==> src/rtl/otter_pkg.sv <==
// Shared Otter pipeline types: memory access size, register-file
// write-select encodings and the memory-stage state encoding.
package otter_pkg;

  typedef enum logic [1:0] {
    BYTE = 2'b00,
    HALF = 2'b01,
    WORD = 2'b10
  } mem_size_t;

  typedef enum logic {
    IDLE = 1'b0,
    REQ  = 1'b1
  } mem_state_t;

  // RF_WR_SEL encodings seen by the writeback mux
  localparam logic [1:0] RF_SEL_PC4  = 2'b00;
  localparam logic [1:0] RF_SEL_CSR  = 2'b01;
  localparam logic [1:0] RF_SEL_DOUT = 2'b10;
  localparam logic [1:0] RF_SEL_ALU  = 2'b11;

  // The reserved size code 11 behaves as a word access.
  function automatic mem_size_t decode_size(input logic [1:0] raw);
    case (raw)
      2'b00:   decode_size = BYTE;
      2'b01:   decode_size = HALF;
      default: decode_size = WORD;
    endcase
  endfunction

  // Halves need an even address, words a 4-byte aligned one.
  function automatic logic is_misaligned(input mem_size_t size, input logic [1:0] addr);
    case (size)
      BYTE:    is_misaligned = 1'b0;
      HALF:    is_misaligned = addr[0];
      default: is_misaligned = (addr != 2'b00);
    endcase
  endfunction

endpackage

==> src/rtl/mem_load_align.sv <==
// Load formatter: picks the addressed byte/half lane out of the bus word
// and sign- or zero-extends it to 32 bits.
module mem_load_align
  import otter_pkg::*;
(
  input  logic [31:0] rdata_i,
  input  logic [1:0]  addr_i,
  input  logic [1:0]  size_i,
  input  logic        unsigned_i,
  output logic [31:0] data_o
);

  logic [7:0]  byte_s;
  logic [15:0] half_s;

  // Lane selection followed by extension according to access size
  always_comb begin
    byte_s = 8'h00;
    half_s = 16'h0000;
    data_o = rdata_i;
    case (addr_i)
      2'b00:   byte_s = rdata_i[7:0];
      2'b01:   byte_s = rdata_i[15:8];
      2'b10:   byte_s = rdata_i[23:16];
      default: byte_s = rdata_i[31:24];
    endcase
    if (addr_i[1]) begin
      half_s = rdata_i[31:16];
    end else begin
      half_s = rdata_i[15:0];
    end
    case (decode_size(size_i))
      BYTE: begin
        if (unsigned_i) begin
          data_o = {24'h000000, byte_s};
        end else begin
          data_o = {{24{byte_s[7]}}, byte_s};
        end
      end
      HALF: begin
        if (unsigned_i) begin
          data_o = {16'h0000, half_s};
        end else begin
          data_o = {{16{half_s[15]}}, half_s};
        end
      end
      default: data_o = rdata_i;
    endcase
  end

endmodule

==> src/rtl/memory_stage.sv <==
// Otter memory-access stage: issues data-memory loads/stores over a
// req/ack bus, stalls upstream while an access is outstanding, and
// registers the MEM/WB pipeline fields for the writeback stage.
module memory_stage
  import otter_pkg::*;
#(
  parameter int unsigned TIMEOUT_CYCLES = 255
) (
  input  logic        MEM_CLK,
  input  logic        MEM_RST,
  input  logic        EX_VALID,
  input  logic [31:0] EX_PC_PLUS_FOUR,
  input  logic [31:0] EX_CSR_REG,
  input  logic [31:0] EX_ALU_RESULT,
  input  logic [31:0] EX_RS2,
  input  logic        EX_MEM_WE,
  input  logic        EX_MEM_RDEN,
  input  logic [1:0]  EX_MEM_SIZE,
  input  logic        EX_MEM_UNSIGNED,
  input  logic        EX_RF_WE,
  input  logic [4:0]  EX_RD,
  input  logic [1:0]  EX_RF_WR_SEL,
  output logic        DM_REQ,
  output logic        DM_WE,
  output logic [31:0] DM_ADDR,
  output logic [31:0] DM_WDATA,
  output logic [3:0]  DM_BE,
  input  logic [31:0] DM_RDATA,
  input  logic        DM_ACK,
  output logic        MEM_STALL,
  output logic        MEM_MISALIGN,
  output logic        MEM_BUS_ERR,
  output logic        WB_VALID,
  output logic        WB_RF_WE,
  output logic [4:0]  WB_RD,
  output logic [1:0]  WB_RF_WR_SEL,
  output logic [31:0] WB_PC_PLUS_FOUR,
  output logic [31:0] WB_CSR_REG,
  output logic [31:0] WB_D_OUT_2,
  output logic [31:0] WB_ALU_RESULT
);

  // Last REQ cycle count before the access is abandoned
  localparam logic [15:0] TIMEOUT_LAST = 16'(TIMEOUT_CYCLES - 32'd1);

  mem_state_t  state_q, state_d;
  logic [15:0] cnt_q, cnt_d;

  logic        dm_req_q, dm_we_q;
  logic [31:0] dm_addr_q, dm_wdata_q;
  logic [3:0]  dm_be_q;

  logic        misalign_q, misalign_d;
  logic        bus_err_q, bus_err_d;
  logic        wb_valid_q, wb_rf_we_q, wb_rf_we_d;
  logic [4:0]  wb_rd_q;
  logic [1:0]  wb_sel_q;
  logic [31:0] wb_pc4_q, wb_csr_q, wb_dout_q, wb_dout_d, wb_alu_q;

  logic        access_s, is_store_s, misalign_s;
  logic        start_s, retire_s, finish_s, stall_s;
  mem_size_t   size_s;
  logic [31:0] wdata_s, load_data_s;
  logic [3:0]  be_s;

  assign access_s   = EX_VALID & (EX_MEM_WE | EX_MEM_RDEN);
  assign is_store_s = EX_MEM_WE;
  assign size_s     = decode_size(EX_MEM_SIZE);
  assign misalign_s = is_misaligned(size_s, EX_ALU_RESULT[1:0]);

  // Upstream holds EX/MEM during REQ, so the EX fields still describe the load
  mem_load_align u_load_align (
    .rdata_i    (DM_RDATA),
    .addr_i     (EX_ALU_RESULT[1:0]),
    .size_i     (EX_MEM_SIZE),
    .unsigned_i (EX_MEM_UNSIGNED),
    .data_o     (load_data_s)
  );

  // Store lane replication and byte enables (loads reuse the enables)
  always_comb begin
    wdata_s = EX_RS2;
    be_s    = 4'b1111;
    case (size_s)
      BYTE: begin
        wdata_s = {4{EX_RS2[7:0]}};
        be_s    = 4'b0001 << EX_ALU_RESULT[1:0];
      end
      HALF: begin
        wdata_s = {2{EX_RS2[15:0]}};
        be_s    = 4'b0011 << {EX_ALU_RESULT[1], 1'b0};
      end
      default: begin
        wdata_s = EX_RS2;
        be_s    = 4'b1111;
      end
    endcase
  end

  // Next-state, retire decision and stall for the access controller
  always_comb begin
    state_d    = state_q;
    cnt_d      = cnt_q;
    start_s    = 1'b0;
    retire_s   = 1'b0;
    finish_s   = 1'b0;
    stall_s    = 1'b0;
    wb_rf_we_d = 1'b0;
    wb_dout_d  = 32'h0000_0000;
    misalign_d = 1'b0;
    bus_err_d  = 1'b0;
    case (state_q)
      IDLE: begin
        if (access_s && !misalign_s) begin
          state_d = REQ;
          cnt_d   = 16'd0;
          start_s = 1'b1;
          stall_s = 1'b1;
        end else if (EX_VALID) begin
          // Non-memory instruction, or a misaligned access that never hits the bus
          retire_s   = 1'b1;
          wb_rf_we_d = EX_RF_WE & ~access_s;
          misalign_d = access_s;
        end else begin
          retire_s = 1'b0;
        end
      end
      REQ: begin
        if (DM_ACK) begin
          state_d    = IDLE;
          finish_s   = 1'b1;
          retire_s   = 1'b1;
          wb_rf_we_d = EX_RF_WE;
          if (is_store_s) begin
            wb_dout_d = 32'h0000_0000;
          end else begin
            wb_dout_d = load_data_s;
          end
        end else if (cnt_q == TIMEOUT_LAST) begin
          state_d   = IDLE;
          finish_s  = 1'b1;
          retire_s  = 1'b1;
          bus_err_d = 1'b1;
        end else begin
          cnt_d   = cnt_q + 16'd1;
          stall_s = 1'b1;
        end
      end
      default: begin
        state_d = IDLE;
      end
    endcase
  end

  assign MEM_STALL = stall_s & ~MEM_RST;

  // State, timeout counter and registered bus request
  always_ff @(posedge MEM_CLK) begin
    if (MEM_RST) begin
      state_q    <= IDLE;
      cnt_q      <= 16'd0;
      dm_req_q   <= 1'b0;
      dm_we_q    <= 1'b0;
      dm_addr_q  <= 32'h0000_0000;
      dm_wdata_q <= 32'h0000_0000;
      dm_be_q    <= 4'b0000;
    end else begin
      state_q <= state_d;
      cnt_q   <= cnt_d;
      if (start_s) begin
        dm_req_q   <= 1'b1;
        dm_we_q    <= is_store_s;
        dm_addr_q  <= {EX_ALU_RESULT[31:2], 2'b00};
        dm_wdata_q <= wdata_s;
        dm_be_q    <= be_s;
      end else if (finish_s) begin
        dm_req_q <= 1'b0;
        dm_we_q  <= 1'b0;
      end else begin
        dm_req_q <= dm_req_q;
        dm_we_q  <= dm_we_q;
      end
    end
  end

  // MEM/WB pipeline register: retire loads all fields, otherwise a bubble
  always_ff @(posedge MEM_CLK) begin
    if (MEM_RST) begin
      wb_valid_q <= 1'b0;
      wb_rf_we_q <= 1'b0;
      wb_rd_q    <= 5'd0;
      wb_sel_q   <= 2'b00;
      wb_pc4_q   <= 32'h0000_0000;
      wb_csr_q   <= 32'h0000_0000;
      wb_dout_q  <= 32'h0000_0000;
      wb_alu_q   <= 32'h0000_0000;
      misalign_q <= 1'b0;
      bus_err_q  <= 1'b0;
    end else begin
      misalign_q <= misalign_d;
      bus_err_q  <= bus_err_d;
      if (retire_s) begin
        wb_valid_q <= 1'b1;
        wb_rf_we_q <= wb_rf_we_d;
        wb_rd_q    <= EX_RD;
        wb_sel_q   <= EX_RF_WR_SEL;
        wb_pc4_q   <= EX_PC_PLUS_FOUR;
        wb_csr_q   <= EX_CSR_REG;
        wb_dout_q  <= wb_dout_d;
        wb_alu_q   <= EX_ALU_RESULT;
      end else begin
        wb_valid_q <= 1'b0;
        wb_rf_we_q <= 1'b0;
      end
    end
  end

  assign DM_REQ          = dm_req_q;
  assign DM_WE           = dm_we_q;
  assign DM_ADDR         = dm_addr_q;
  assign DM_WDATA        = dm_wdata_q;
  assign DM_BE           = dm_be_q;
  assign MEM_MISALIGN    = misalign_q;
  assign MEM_BUS_ERR     = bus_err_q;
  assign WB_VALID        = wb_valid_q;
  assign WB_RF_WE        = wb_rf_we_q;
  assign WB_RD           = wb_rd_q;
  assign WB_RF_WR_SEL    = wb_sel_q;
  assign WB_PC_PLUS_FOUR = wb_pc4_q;
  assign WB_CSR_REG      = wb_csr_q;
  assign WB_D_OUT_2      = wb_dout_q;
  assign WB_ALU_RESULT   = wb_alu_q;

endmodule

==> config.mk <==
export PLATFORM = sky130hd
export DESIGN_NAME = memory_stage
export DESIGN_NICKNAME = d
export VERILOG_FILES = /design/src/rtl/otter_pkg.sv /design/src/rtl/mem_load_align.sv /design/src/rtl/memory_stage.sv
export SDC_FILE = /design/constraint.sdc
export NUM_CORES = 1
export LEC_CHECK = 0
export BUFFER_PORTS_ARGS = -buffer_cell sky130_fd_sc_hd__buf_2
export CORE_AREA = 2 2 152 154
export DETAILED_ROUTE_END_ITERATION = 7
export DIE_AREA = 0 0 154 156
export PLACE_DENSITY_LB_ADDON = 0.08
export REMOVE_ABC_BUFFERS = 1
export SLEW_MARGIN = 20
export SYNTH_ARGS = -nofsm -noshare
export SYNTH_HDL_FRONTEND = slang
export SYNTH_HIERARCHICAL = 1
export SYNTH_SLANG_ARGS = --single-unit
==> constraint.sdc <==
create_clock -name MEM_CLK -period 4.7 [get_ports MEM_CLK]
set_input_delay 1.41 -clock MEM_CLK [delete_from_list [all_inputs] [get_ports MEM_CLK]]
set_output_delay 1.41 -clock MEM_CLK [all_outputs]
set_load 0.02 [all_outputs]
==> flow_summary.toml <==
[sta]
fmax_mhz = 240
finClkSkew_ns = 0.0163
finalCritPeriodShare_pct = 88.6
hold_viol = 0
setup_viol = 0
period_minus_slack_ns = 4.16
final-max-slew-violation-count = 0
max_slew_margin_pct = 38.4
tightest_slew_ns = 0.924
grt_setup_unrepaired = "false"

[layout]
fillers = 2163
final_cells = 1754
layout-drive-gt1-share_pct = 32.1
syn_to_final_growth_pct = 28.9
nets = 1629
post-route-util_pct = 55.6

[worst_setup_path]
ff2ff_setup_slack_ns = 1.98
rr_worst_depth = 8
setup.worst_path.end_class = "output pin"
r2r_start = "cnt_q[0]"
cp_max_fo = 4
cp_data_required_time_ns = 3.29
critPathKind = "in -> out"
rr_endpoint = "WB_PC_PLUS_FOUR[26]"
cp-start-kind = "input port"
arrival_ns = 2.75

[global_routing]
grt_pass1_vias = 8310
grt_antenna_before_repair = 6
grt_overflow_total = 0
grt_pass1_wl_um = 45400
grt_usage_pct = 23.2
grt_start_max_net_pins = 102

[logic_synthesis]
ys_ff_latch = 224
synthTopCellsByArea = "dfxtp_1 (47%), nand2_1 (13%), mux2i_1 (13%)"
dominantRegCellSynth = "dfxtp_1"
synth_top_area_share_pct = 46.5
yosysWarnings = 6
syn-cell-area_um2 = 9640
synth_edf_count = 0
ys_seq_area_share_pct = 46.5
synthArstFlopShare_pct = 0
ys_types = 55
synth.avg_cell_area_um2 = 8.69
synth_area_leader_cell = "dfxtp_1"
syn_inst = 1110

[routing]
drt-total-wl_um = 29500
drt_iter0_drc = 427
dr_total_vias = 9033
drc_errors = 0
firstDrtPassIters = 5
drtAntennaViolNets = 0
routed_via_density = 5.15
avgRoutedWirePerCell_um = 16.8

[floorplanning]
coreArea_um2 = 22400
initial_core_util_pct = 43.1
io_pins = 387
dieHeight_um = 156
die_x_um = 154
die_area_um2 = 24000
rows = 55

[run]
max_cap_violations = 0

[worst_hold_path]
min_delay_path_depth = 2
worstHoldStart = "DM_ADDR[31]"
min_to = "DM_ADDR[31]"
min_path_type = "reg -> reg"

[clock_network]
clock_tree.root_cell = "clkbuf_16"
clkSinkCount = 224
cts_hold_buf = 0
cts_buffers = 26
cts_tree = "built"
insertion_delay_ns = 0.53
cts_resized = 0
cts_buffer_depth = 3
htree_levels = 1
post-cts-setup-buffers = 0
cts.clk_slew.worst_paths_ns = 0.06

[outcome]
outcome = "finished clean"

[place]
place_congestion = 0.800
place_inst = 1707
hpwl_um = 20600
io_buffers = 384

[power]
p_per_area_nw_per_um2 = 380
p_leak_nw = 6.07
vdd_drop_max_mv = 0.211
power_w = 0.00472
-- cell type report --
| cell class | count | area (µm²) | area share, % |
|---|---|---|---|
| multi-input cells | 787 | 4640 | 37.3 |
| flip-flops and latches | 224 | 4480 | 36.1 |
| repair buffers | 404 | 2120 | 17.1 |
| clock buffers | 32 | 693 | 5.58 |
| well taps | 285 | 357 | 2.87 |
| clock inverters | 12 | 90.1 | 0.725 |
| inverters | 7 | 31.3 | 0.252 |
| diodes | 3 | 7.51 | 0.0604 |
-- worst max path at each step --
| stage | start | end | slack [ns] | depth (start not counted) |
|---|---|---|---|---|
| 5_1_grt | EX_MEM_SIZE[0] | MEM_STALL | 0.47 | 6 |
| 4_1_cts | EX_MEM_SIZE[0] | MEM_STALL | 0.56 | 6 |
| 3_3_place_gp | EX_MEM_SIZE[0] | MEM_STALL | 0.58 | 6 |
| 6_report | EX_MEM_SIZE[0] | MEM_STALL | 0.54 | 6 |
| 2_1_floorplan | EX_MEM_SIZE[1] | WB_ALU_RESULT[0] | -3.39 | 4 |
| 3_5_place_dp | EX_MEM_SIZE[0] | MEM_STALL | 0.57 | 6 |
-- critical path: stages --
cell and delay, ns:
buf_2 0.13, o21ai_1 0.40, a31oi_1 0.18, or3_4 0.38
nor2_1 0.09, buf_2 0.17
-- power by group --
part	internal [W]	leakage, nW	switching [W]	total, W
registers	0.00201	1.83	0.0000543	0.00207
clock network	0.00105	0.380	0.000816	0.00187
logic	0.000291	3.86	0.000497	0.000788
total	0.00335	6.07	0.00137	0.00472
-- synthesized netlist by cell type (6+ instances only) --
master and count:
buf_2 13, buf_4 6, nor2_1 33, a22o_1 35, nand2_1 345, o31ai_1 13, inv_1 6, nand3_1 12
mux2i_1 123, a311oi_1 10, o211ai_1 12, buf_6 12, nand2_2 10, a31oi_1 9, a21oi_1 71, nand4_1 8
dfxtp_1 224, o21ai_0 15, or4_1 10, clkbuf_1 56, nor2b_1 9, nor3_1 7, a211oi_1 10
-- flip-flops by register name, summed over array words and instances (netlist names) --
name             cells
DM_BE                4
MEM_BUS_ERR          1
DM_WE                1
DM_WDATA            32
WB_RF_WR_SEL         2
DM_ADDR             30
WB_D_OUT_2          32
WB_RD                5
DM_REQ               1
WB_PC_PLUS_FOUR     32
cnt_q               16
WB_ALU_RESULT       32
state_q              1
MEM_MISALIGN         1
WB_RF_WE             1
WB_CSR_REG          32
WB_VALID             1
-- logic make-up (layout without fill, tap and decap cells) --
logic type / count (synthesis) / in the layout / share of synthesized area (%)
and+or+nand+nor: 462 / 462 / 20.6
DFF: 224 / 224 / 46.5
AOI/OAI and AO/OA: 195 / 195 / 13.8
muxes: 126 / 126 / 13.1
buffers and inverters: 100 / 455 / 5.61
adders and majority gates: 2 / 2 / 0.260
other: 1 / 5 / 0.0389
-- cell usage in the layout, fill, tap and decap left out, drive strengths merged, types with 4 or more instances in the layout --
cell type	netlist	layout
a22oi	5	5
o41ai	4	4
clkinv	1	8
a31oi	9	9
mux2i	123	123
o211ai	12	12
a221o	5	5
a21oi	71	71
buf	35	404
a311oi	10	10
a22o	35	35
nand3	12	12
nor4	4	4
nand4	8	8
and3	5	5
a211oi	10	10
o21ai	16	16
or4	11	11
dfxtp	224	224
nor3	8	8
nor2b	9	9
clkbuf	58	32
and2	4	4
inv	6	8
and4	4	4
nand2	355	355
nor2	33	33
o31ai	13	13
-- per-stage QoR --
step	hold WS (ns)	TNS [ns]	cell area, µm²	setup slack (ns)
6_report	0.451	0	12400	0.537
5_1_grt	0.469	0	12400	0.466
4_1_cts	0.452	0	12400	0.564
3_5_place_dp	0.444	0	11600	0.568
3_3_place_gp	0.439	0	11600	0.577
2_1_floorplan	0.462	-356.42	9130	-3.39
-- routing by layer --
layer	up-vias	part of all wire, %	global-route usage [%]
li1	4509	-	-
met1	4134	43	29.6
met2	341	47	38.8
met3	45	8.2	6.58
met4	4	2.1	6.23
met5	-	0.088	0
Note: power is estimated with default switching activity, not from simulation.
